[config.mk]
export PLATFORM = sky130hd
export DESIGN_NAME = pin_sampler_flat
export DESIGN_NICKNAME = d
export VERILOG_FILES = /design/src/rtl/pin_sampler_if.sv /design/src/rtl/pin_sampler.sv /design/src/flat_wrapper.sv
export SDC_FILE = /design/constraint.sdc
export NUM_CORES = 1
export LEC_CHECK = 0
export ABC_AREA = 0
export BUFFER_PORTS_ARGS = -buffer_cell sky130_fd_sc_hd__buf_2
export CORE_UTILIZATION = 55
export CTS_CLUSTER_DIAMETER = 200
export DETAILED_ROUTE_END_ITERATION = 8
export PLACE_DENSITY = 0.84
export SYNTH_ARGS = -nofsm -noshare
export SYNTH_HDL_FRONTEND = slang
export SYNTH_SLANG_ARGS = --single-unit
[constraint.sdc]
create_clock -name clk -period 4.2 [get_ports clk]
set_input_delay 0.63 -clock clk [delete_from_list [all_inputs] [get_ports clk]]
set_output_delay 0.63 -clock clk [all_outputs]
set_load 0.03 [all_outputs]
[src/rtl/pin_sampler_if.sv]
// rtl/pin_sampler_if.sv - event queue handshake between pin_sampler and its consumer
// master: pin_sampler drives evt_valid/evt_chan/evt_rise and samples evt_ready
// slave : consumer drives evt_ready and samples the head event
interface pin_sampler_if;
    logic       evt_valid;
    logic       evt_ready;
    logic [2:0] evt_chan;
    logic       evt_rise;

    modport master (output evt_valid, output evt_chan, output evt_rise, input evt_ready);
    modport slave  (input evt_valid, input evt_chan, input evt_rise, output evt_ready);
endinterface

[src/rtl/pin_sampler.sv]
// rtl/pin_sampler.sv - per-channel pad sampler, debouncer and level-change event queue
// Build option: PIN_SAMPLER_SYNC_EN selects a two-flop synchroniser (default: one register stage).
// Ports:
//   clk, resetn        system clock, synchronous active-low reset
//   pin_di[WIDTH]      raw pad inputs (asynchronous to clk)
//   sample_en[WIDTH]   1 = pad released, channel may be sampled
//   level[WIDTH]       debounced pad levels
//   ovf / ovf_clr      sticky lost-event flag and its clear
//   evt                event queue head (valid/ready, chan, rise)
module pin_sampler #(
    parameter int WIDTH    = 4,
    parameter int DEBOUNCE = 24000
) (
    input  logic              clk,
    input  logic              resetn,
    input  logic [WIDTH-1:0]  pin_di,
    input  logic [WIDTH-1:0]  sample_en,
    output logic [WIDTH-1:0]  level,
    output logic              ovf,
    input  logic              ovf_clr,
    pin_sampler_if.master     evt
);

    localparam int CW = (DEBOUNCE > 1) ? $clog2(DEBOUNCE) : 1;
    localparam logic [CW-1:0] CNT_MAX = CW'(DEBOUNCE - 1);

    // ---------------- sample stage ----------------
    logic [WIDTH-1:0] s1_q;
    logic [WIDTH-1:0] s;

`ifdef PIN_SAMPLER_SYNC_EN
    logic [WIDTH-1:0] s2_q;

    always_ff @(posedge clk) begin
        if (!resetn) begin
            s1_q <= '0;
            s2_q <= '0;
        end else begin
            s1_q <= pin_di;
            s2_q <= s1_q;
        end
    end

    assign s = s2_q;
`else
    always_ff @(posedge clk) begin
        if (!resetn) begin
            s1_q <= '0;
        end else begin
            s1_q <= pin_di;
        end
    end

    assign s = s1_q;
`endif

    // ---------------- state ----------------
    logic [CW-1:0]    cnt_q [WIDTH];
    logic [CW-1:0]    cnt_d [WIDTH];
    logic [WIDTH-1:0] level_q, level_d;
    logic [WIDTH-1:0] tog;
    logic [WIDTH-1:0] pend_q, pend_d;
    logic [WIDTH-1:0] pdir_q, pdir_d;
    logic             ovf_q, ovf_d;

    logic [2:0]       mem_chan_q [4];
    logic             mem_rise_q [4];
    logic [1:0]       wr_q, wr_d;
    logic [1:0]       rd_q, rd_d;
    logic [2:0]       qcnt_q, qcnt_d;
    logic [2:0]       last_chan_q;
    logic             last_rise_q;

    logic             any_pend;
    logic [WIDTH-1:0] sel_oh;
    logic [2:0]       sel_chan;
    logic             sel_rise;
    logic             q_empty, q_full;
    logic             push, pop;
    logic             collision;

    // ---------------- debounce ----------------
    always_comb begin
        level_d = level_q;
        tog     = '0;
        for (int i = 0; i < WIDTH; i++) begin
            cnt_d[i] = cnt_q[i];
            if (!sample_en[i]) begin
                cnt_d[i] = '0;
            end else if (s[i] == level_q[i]) begin
                // one agreeing sample restarts the count: glitch rejection
                cnt_d[i] = '0;
            end else if (cnt_q[i] == CNT_MAX) begin
                cnt_d[i]   = '0;
                level_d[i] = ~level_q[i];
                tog[i]     = 1'b1;
            end else begin
                cnt_d[i] = cnt_q[i] + CW'(1);
            end
        end
    end

    // ---------------- arbiter + pending ----------------
    assign q_empty = (qcnt_q == 3'd0);
    assign q_full  = (qcnt_q == 3'd4);
    assign pop     = !q_empty && evt.evt_ready;

    always_comb begin
        any_pend = 1'b0;
        sel_oh   = '0;
        sel_chan = '0;
        sel_rise = 1'b0;
        // descending scan so the lowest pending index is the one left selected
        for (int i = WIDTH - 1; i >= 0; i--) begin
            if (pend_q[i]) begin
                any_pend = 1'b1;
                sel_oh   = '0;
                sel_oh[i] = 1'b1;
                sel_chan = 3'(i);
                sel_rise = pdir_q[i];
            end
        end
    end

    // a full queue still accepts when the head leaves in the same cycle
    assign push = any_pend && (!q_full || pop);

    always_comb begin
        pend_d    = pend_q;
        pdir_d    = pdir_q;
        collision = 1'b0;
        for (int i = 0; i < WIDTH; i++) begin
            if (tog[i]) begin
                // still pending and not leaving this cycle: old event is lost
                if (pend_q[i] && !(push && sel_oh[i])) begin
                    collision = 1'b1;
                end
                pend_d[i] = 1'b1;
                pdir_d[i] = level_d[i];
            end else if (push && sel_oh[i]) begin
                pend_d[i] = 1'b0;
            end
        end
        if (collision) begin
            ovf_d = 1'b1;
        end else if (ovf_clr) begin
            ovf_d = 1'b0;
        end else begin
            ovf_d = ovf_q;
        end
    end

    // ---------------- queue ----------------
    always_comb begin
        wr_d = push ? wr_q + 2'd1 : wr_q;
        rd_d = pop  ? rd_q + 2'd1 : rd_q;
        case ({push, pop})
            2'b10:   qcnt_d = qcnt_q + 3'd1;
            2'b01:   qcnt_d = qcnt_q - 3'd1;
            default: qcnt_d = qcnt_q;
        endcase
    end

    always_ff @(posedge clk) begin
        if (!resetn) begin
            for (int i = 0; i < WIDTH; i++) begin
                cnt_q[i] <= '0;
            end
            for (int j = 0; j < 4; j++) begin
                mem_chan_q[j] <= '0;
                mem_rise_q[j] <= 1'b0;
            end
            level_q     <= '0;
            pend_q      <= '0;
            pdir_q      <= '0;
            ovf_q       <= 1'b0;
            wr_q        <= '0;
            rd_q        <= '0;
            qcnt_q      <= '0;
            last_chan_q <= '0;
            last_rise_q <= 1'b0;
        end else begin
            for (int i = 0; i < WIDTH; i++) begin
                cnt_q[i] <= cnt_d[i];
            end
            if (push) begin
                mem_chan_q[wr_q] <= sel_chan;
                mem_rise_q[wr_q] <= sel_rise;
            end
            // remember the departing head so the outputs hold once empty
            if (pop) begin
                last_chan_q <= mem_chan_q[rd_q];
                last_rise_q <= mem_rise_q[rd_q];
            end
            level_q <= level_d;
            pend_q  <= pend_d;
            pdir_q  <= pdir_d;
            ovf_q   <= ovf_d;
            wr_q    <= wr_d;
            rd_q    <= rd_d;
            qcnt_q  <= qcnt_d;
        end
    end

    assign evt.evt_valid = !q_empty;
    assign evt.evt_chan  = q_empty ? last_chan_q : mem_chan_q[rd_q];
    assign evt.evt_rise  = q_empty ? last_rise_q : mem_rise_q[rd_q];
    assign level         = level_q;
    assign ovf           = ovf_q;

endmodule

[src/flat_wrapper.sv]
// flat-port wrapper written by rule: the top's interface ports become plain ports
module pin_sampler_flat 
#(
    parameter int WIDTH    = 4,
    parameter int DEBOUNCE = 24000
)
  (clk, resetn, pin_di, sample_en, level, ovf, ovf_clr, evt_evt_valid, evt_evt_chan, evt_evt_rise, evt_evt_ready);
  pin_sampler_if evt_i ();
  input  logic clk;
  input  logic resetn;
  input  logic [WIDTH-1:0] pin_di;
  input  logic [WIDTH-1:0] sample_en;
  output logic [WIDTH-1:0] level;
  output logic ovf;
  input  logic ovf_clr;
  output wire logic [$bits(evt_i.evt_valid)-1:0] evt_evt_valid;
  output wire logic [$bits(evt_i.evt_chan)-1:0] evt_evt_chan;
  output wire logic [$bits(evt_i.evt_rise)-1:0] evt_evt_rise;
  input wire logic [$bits(evt_i.evt_ready)-1:0] evt_evt_ready;
  assign evt_evt_valid = evt_i.evt_valid;
  assign evt_evt_chan = evt_i.evt_chan;
  assign evt_evt_rise = evt_i.evt_rise;
  assign evt_i.evt_ready = evt_evt_ready;
  pin_sampler #(.WIDTH(WIDTH), .DEBOUNCE(DEBOUNCE)) u_core (.clk(clk), .resetn(resetn), .pin_di(pin_di), .sample_en(sample_en), .level(level), .ovf(ovf), .ovf_clr(ovf_clr), .evt(evt_i));
endmodule
==> Yosys cells after proc, flatten, opt, wreduce, memory -nomap -nowiden <==
Memories as Yosys holds them, arrays and structs flattened. A register that Yosys moved wholly into a read port is not among the register bits.
Cells that the tools add are included.
{ "word_totals": {"rom_bits": 0, "wordCells": 164, "regBits": 28, "latchBits": 0, "ram_bits": 72, "n_memories": 3, "output_inout_bits": 10} }
{ "op_classes": {"n_lt_le_gt_ge": 0, "bitwise": 8, "multipliers": 0, "eq_ne": 11, "n_mux": 92, "n_div": 0, "n_reduce_logical": 26, "n_addsub": 8, "n_shift": 0} }
{ "mem_list": {"columns": ["name", "words", "word_bits", "rd", "rd_ports_with_merged_regs", "wr", "line", "text"], "rows": [
  ["u_core.cnt_q", 4, 15, 4, 0, 4, "pin_sampler.sv:58", "logic [CW-1:0] cnt_q [WIDTH];"],
  ["u_core.mem_chan_q", 4, 2, 1, 1, 4, "pin_sampler.sv:66", "logic [2:0] mem_chan_q [4];"],
  ["u_core.mem_rise_q", 4, 1, 1, 1, 4, "pin_sampler.sv:67", "logic mem_rise_q [4];"]
]} }
{ "op_table": {"columns": ["op", "count"], "rows": [
  ["$mux 15", 16],
  ["$add 15x1->15 const B", 4],
  ["$eq 15x15->1 const B", 4],
  ["$mux 1", 59],
  ["$mux 2", 11],
  ["$mux 4", 4],
  ["$reduce_bool 2->1", 6],
  ["$logic_and 1x1->1", 10],
  ["$logic_not 1->1", 6],
  ["$pmux 3 s2", 1],
  ["$add 2x1->2 const B", 2],
  ["$eq 1x1->1", 4],
  ["$not 1->1", 4],
  ["$or 1x1->1", 4],
  ["$add 3x1->3 const B", 1],
  ["$eq 3x3->1 const B", 1],
  ["$logic_not 3->1", 1],
  ["$mux 3", 1],
  ["$sub 3x1->3 const B", 1],
  ["$eq 2x1->1 const B", 1],
  ["$eq 2x2->1 const B", 1],
  ["$reduce_or 2->1", 1],
  ["$logic_or 1x1->1", 1],
  ["$reduce_or 1->1", 1]
]} }

==> Longest topological paths before layout <==
{ "logic_depth": {"ltp_word": 17, "ltp_mapped": 10} }

==> Worst setup path before layout <==
No wires, ideal clock.
{ "synth_timing": {"kind": "input to register", "startpoint": "input evt_evt_ready", "endpoint": "register u_core.qcnt_q[2]", "setup_time_ns": 0.076, "required_time_ns": 4.124, "slack_ns": 1.557, "path_stages": 9, "arrival_ns": 2.567, "path_cell_list": "nor4b_1 > a21oi_1 > inv_1 > ha_1 > inv_1 > fa_1 > xor2_1 > or3_1 > a21boi_0"} }
{ "synth_via": {"elab_chain_cells": 5, "word_cells_on_any_way": 7, "cone_classes": "2 x eq/ne; 1 x mux; 4 x reduce/logical"} }
{ "synth_rtl": {"columns": ["item", "line", "text"], "rows": [
  ["start, declared", "flat_wrapper.sv:19", "input wire logic [$bits(evt_i.evt_ready)-1:0] evt_evt_ready;"],
  ["$logic_and 1x1->1 *", "pin_sampler.sv:106", "assign pop = !q_empty && evt.evt_ready;"],
  ["$logic_or 1x1->1", "pin_sampler.sv:126", "assign push = any_pend && (!q_full || pop);"],
  ["$logic_and 1x1->1", "pin_sampler.sv:126", null],
  ["$eq 2x1->1 / $eq 2x2->1 (equally long branches)", "pin_sampler.sv:157", "case ({push, pop})"],
  ["$pmux 3 s2 / $reduce_bool 2->1 (equally long branches)", null, null],
  ["end signal, assigned", "pin_sampler.sv:201", "qcnt_q <= qcnt_d;"],
  ["end, declared", "pin_sampler.sv:70", "logic [2:0] qcnt_q, qcnt_d;"]
]} }
Mark *: on every way between the ends. The rest lies on a longest branch, timed or not.
A chain may end at the register's enable or synchronous reset.

==> Final worst setup path <==
{ "layout_timing": {"startpoint": "register u_core.qcnt_q[0]", "endpoint": "register u_core.qcnt_q[2]"} }
{ "layout_via": {"elab_chain_cells": 7, "word_cells_on_any_way": 13, "cone_classes": "2 x add/sub; 3 x eq/ne; 1 x mux; 7 x reduce/logical"} }
{ "layout_rtl": {"columns": ["item", "line", "text"], "rows": [
  ["$logic_not 3->1", "pin_sampler.sv:104", "assign q_empty = (qcnt_q == 3'd0);"],
  ["$logic_not 1->1", "pin_sampler.sv:106", null],
  ["$logic_and 1x1->1", "pin_sampler.sv:106", null],
  ["$logic_or 1x1->1", "pin_sampler.sv:126", null],
  ["$logic_and 1x1->1", "pin_sampler.sv:126", null],
  ["$eq 2x1->1 / $eq 2x2->1 (equally long branches)", "pin_sampler.sv:157", null],
  ["$pmux 3 s2 / $reduce_bool 2->1 (equally long branches)", null, null]
]} }
Several ways; a longest one is shown, not always the timed one.

==> flow_summary.ini <==
[clocking]
cts_max_path_buffers = 2
clock-sinks = 101
cts.root.buffer_cell = clkbuf_8
clkLatencyLatePin_ns = 0.36
cts-resized-gates = 0
cts_made_buffers = 9
clk_pin_slew_ns = 0.10
cts_hold_buf = 0
postCtsSetupRepairBufs = 0
h-tree-depth = 3
cts_tree = done

[floorplanning]
dieArea_sq_um = 8430
floorplan.initialDensity = 0.571
chipHeight_um = 91.8
ioPinCount = 22
core-area_sq_um = 7770
std_cell_rows = 32
die_w_um = 91.8

[worst_setup_path]
crit_path_max_fanout = 5
worst_ep_arrival_time_ns = 3.05
worst-r2r-cell-count = 9
end_kind = flop
r2r-end = u_core.qcnt_q[2]$_SDFFE_PN0P_
crit_path_start_kind = flop
r2r_start = u_core.qcnt_q[0]$_SDFFE_PN0P_
required_ns = 4.49
reg2reg_slack_ns = 1.45
crit_type = flop to flop
critPathLaunch = u_core.qcnt_q[0]$_SDFFE_PN0P_

[drt]
dr_wl_met3_um = 165
viasPerCell = 5.28
drt-pass1-iter-count = 4
drc = 0
wire_per_inst_um = 12.7
wl_met2_um = 3810
vias = 3205
wl_met1_um = 3640
antenna_left = 0
drt_iter0_drc = 121
top_layer = met4
drt-total-wl_um = 7720

[final_layout]
final_common_cell = dfxtp_1
final_cell_mix = dfxtp_1, nor2_1, nand2_1, nand3_1
nNetsFinal = 519
finalInstanceArea_sq_um = 4750
fin_cells = 607
post-route-util = 0.611
diodes = 0
drive_above_1_share = 0.0931
syn_to_final_growth_pct = 7.05

[logic_synthesis]
ys_warn_count = 0
synthAdderAreaFrac = 0.0186
muxShareOfSynthArea = 0.0341
synth_compound_area_frac = 0.0601
ys_types = 49
synth-seq-area-share = 0.476
synth_area_leaders = dfxtp_1, nor2_1, edfxtp_1
ys.flop_type = dfxtp_1
synth-simple-area-share = 0.261
syn_area_per_cell_sq_um = 9.22
synth_top_area_frac = 0.415
synthCells = 481
synth_top_family_by_area = simple AND/OR/NAND/NOR gates
synth_edf_count = 9
synth-xor-area-share = 0.118
ys_seq_elements = 101
synth_nets = 499
async_flop_share = 0
syn_area_sq_um = 4440
synth_largest_area_cell = dfxtp_1

[timing]
skew_ns = 0.0131
slew_viol_final = 0
fmax_mhz = 363
relSlewSlack = 0.547
rsz0062_at_grt = false
period_share = 0.656
worst_pin_slew_ns = 0.671
whs_ns = 0.458
hold_violations = 0
finalSetupViolations = 0
fin_crit_ns = 2.75
setup_tns_ns = 0

[placement]
hpwl_um = 5600
io_buffers = 20
dp.cells = 592
place.gp.congestion = 0.809
placed_cell_area_sq_um = 4600

[global_route]
grt_usage = 0.200
first_global_vias = 3193
antenna_found_initial = 0
grt_pass1_wl_um = 13600
grt_max_degree = 43
grt.overflow.total = 0

[run]
maxCapViolations = 0

[pwr]
power.leakage_nw = 1.62
p_per_area_nw_per_um2 = 324
vdd_drop_max_mv = 0.162

[run_status]
status = complete, no violations

[worst_hold_path]
hold_path_end = u_core.cnt_q[1][0]$_SDFF_PP0_
min_path_cells = 1
worst_hold_startpoint = u_core.cnt_q[1][0]$_SDFF_PP0_
worstHoldPathType = flop to flop
==> layer usage <==
metal | vias to the layer above | track usage
met1 | 1507 | 0.233
li1 | 1651 | -
met2 | 37 | 0.363
met5 | - | 0
met3 | 10 | 0.0340
met4 | 0 | 0.0794
==> flip-flops by register name, summed over array words and instances, names as in the netlist, 2 cells and up, named ones only <==
name	flops
u_core.cnt_q	60
u_core.last_chan_q	2
u_core.level	4
u_core.mem_chan_q	8
u_core.mem_rise_q	4
u_core.pdir_q	4
u_core.pend_q	4
u_core.qcnt_q	3
u_core.rd_q	2
u_core.s	4
u_core.wr_q	2
==> critical path, cell delays in order (launching register included) <==
cell	delay (ns)
dfxtp_1	0.36
nor4b_1	0.63
a21oi_1	0.19
inv_1	0.17
ha_1	0.20
inv_1	0.07
fa_1	0.44
xor2_1	0.16
or3_1	0.30
a21boi_0	0.15
==> worst max-delay path by stage <==
| stage | slack [ns] | depth (start not counted) | endpoint |
|---|---|---|---|
| 3_5_place_dp | 1.10 | 10 | u_core.qcnt_q[2]$_SDFFE_PN0P_ |
| 5_1_grt | 1.19 | 9 | u_core.qcnt_q[2]$_SDFFE_PN0P_ |
| 2_1_floorplan | 1.56 | 9 | u_core.qcnt_q[2]$_SDFFE_PN0P_ |
| 4_1_cts | 1.43 | 9 | u_core.qcnt_q[2]$_SDFFE_PN0P_ |
| 6_report | 1.45 | 9 | u_core.qcnt_q[2]$_SDFFE_PN0P_ |
| 3_3_place_gp | 1.21 | 10 | u_core.qcnt_q[2]$_SDFFE_PN0P_ |
==> cell families (layout without fill, tap and decap cells) <==
family	after synthesis	count (layout)
other	1	1
DFF	101	101
and+or+nand+nor	229	229
AOI/OAI and AO/OA	43	43
adders and majority gates	6	6
xor gates and xnor gates	60	60
muxes	11	11
buffers and inverters	30	54
==> report_power, final <==
group | internal, mW | switching (mW) | total [mW] | leakage, nW
Clock | 0.213 | 0.309 | 0.522 | 0.0778
Combinational | 0.0125 | 0.0203 | 0.0329 | 0.710
Sequential | 0.978 | 0.00543 | 0.983 | 0.836
Total | 1.20 | 0.335 | 1.54 | 1.62
==> Yosys cell counts (2+ instances only) <==
cell type and number:
xor2_1 30, o21a_1 6, or3_1 4, nor2_1 80
dfxtp_1 92, buf_6 2, xnor2_1 30, and2_1 15
or4b_1 2, o21ai_0 15, nor3_1 6, edfxtp_1 9
nand4_1 8, ha_1 5, nor2b_1 6, nand3b_2 2
nand3_1 39, or4b_4 2, mux2i_1 5, inv_1 19
nor4_4 2, a31oi_1 2, nor4_1 5, a21boi_0 10
mux2_2 3, a21oi_1 6, nand3b_1 2, buf_4 2
mux4_2 3, and3_1 6, clkbuf_1 6, nand2_1 40
==> per-stage QoR <==
stage	setup WS, ns	power [mW]
2_1_floorplan	1.56	1.03
3_5_place_dp	1.10	1.04
5_1_grt	1.19	1.59
4_1_cts	1.43	1.55
3_3_place_gp	1.21	1.04
6_report	1.45	1.54
==> cell type report <==
class / instances / area [sq um]
well taps: 102 / 128
fillers: 646 / 3020
clock inverters: 2 / 11.3
multi-input cells: 350 / 2190
inverters: 19 / 71.3
repair buffers: 20 / 100
flip-flops and latches: 101 / 2110
clock buffers: 13 / 139
Note: power is estimated with default switching activity, not from simulation.
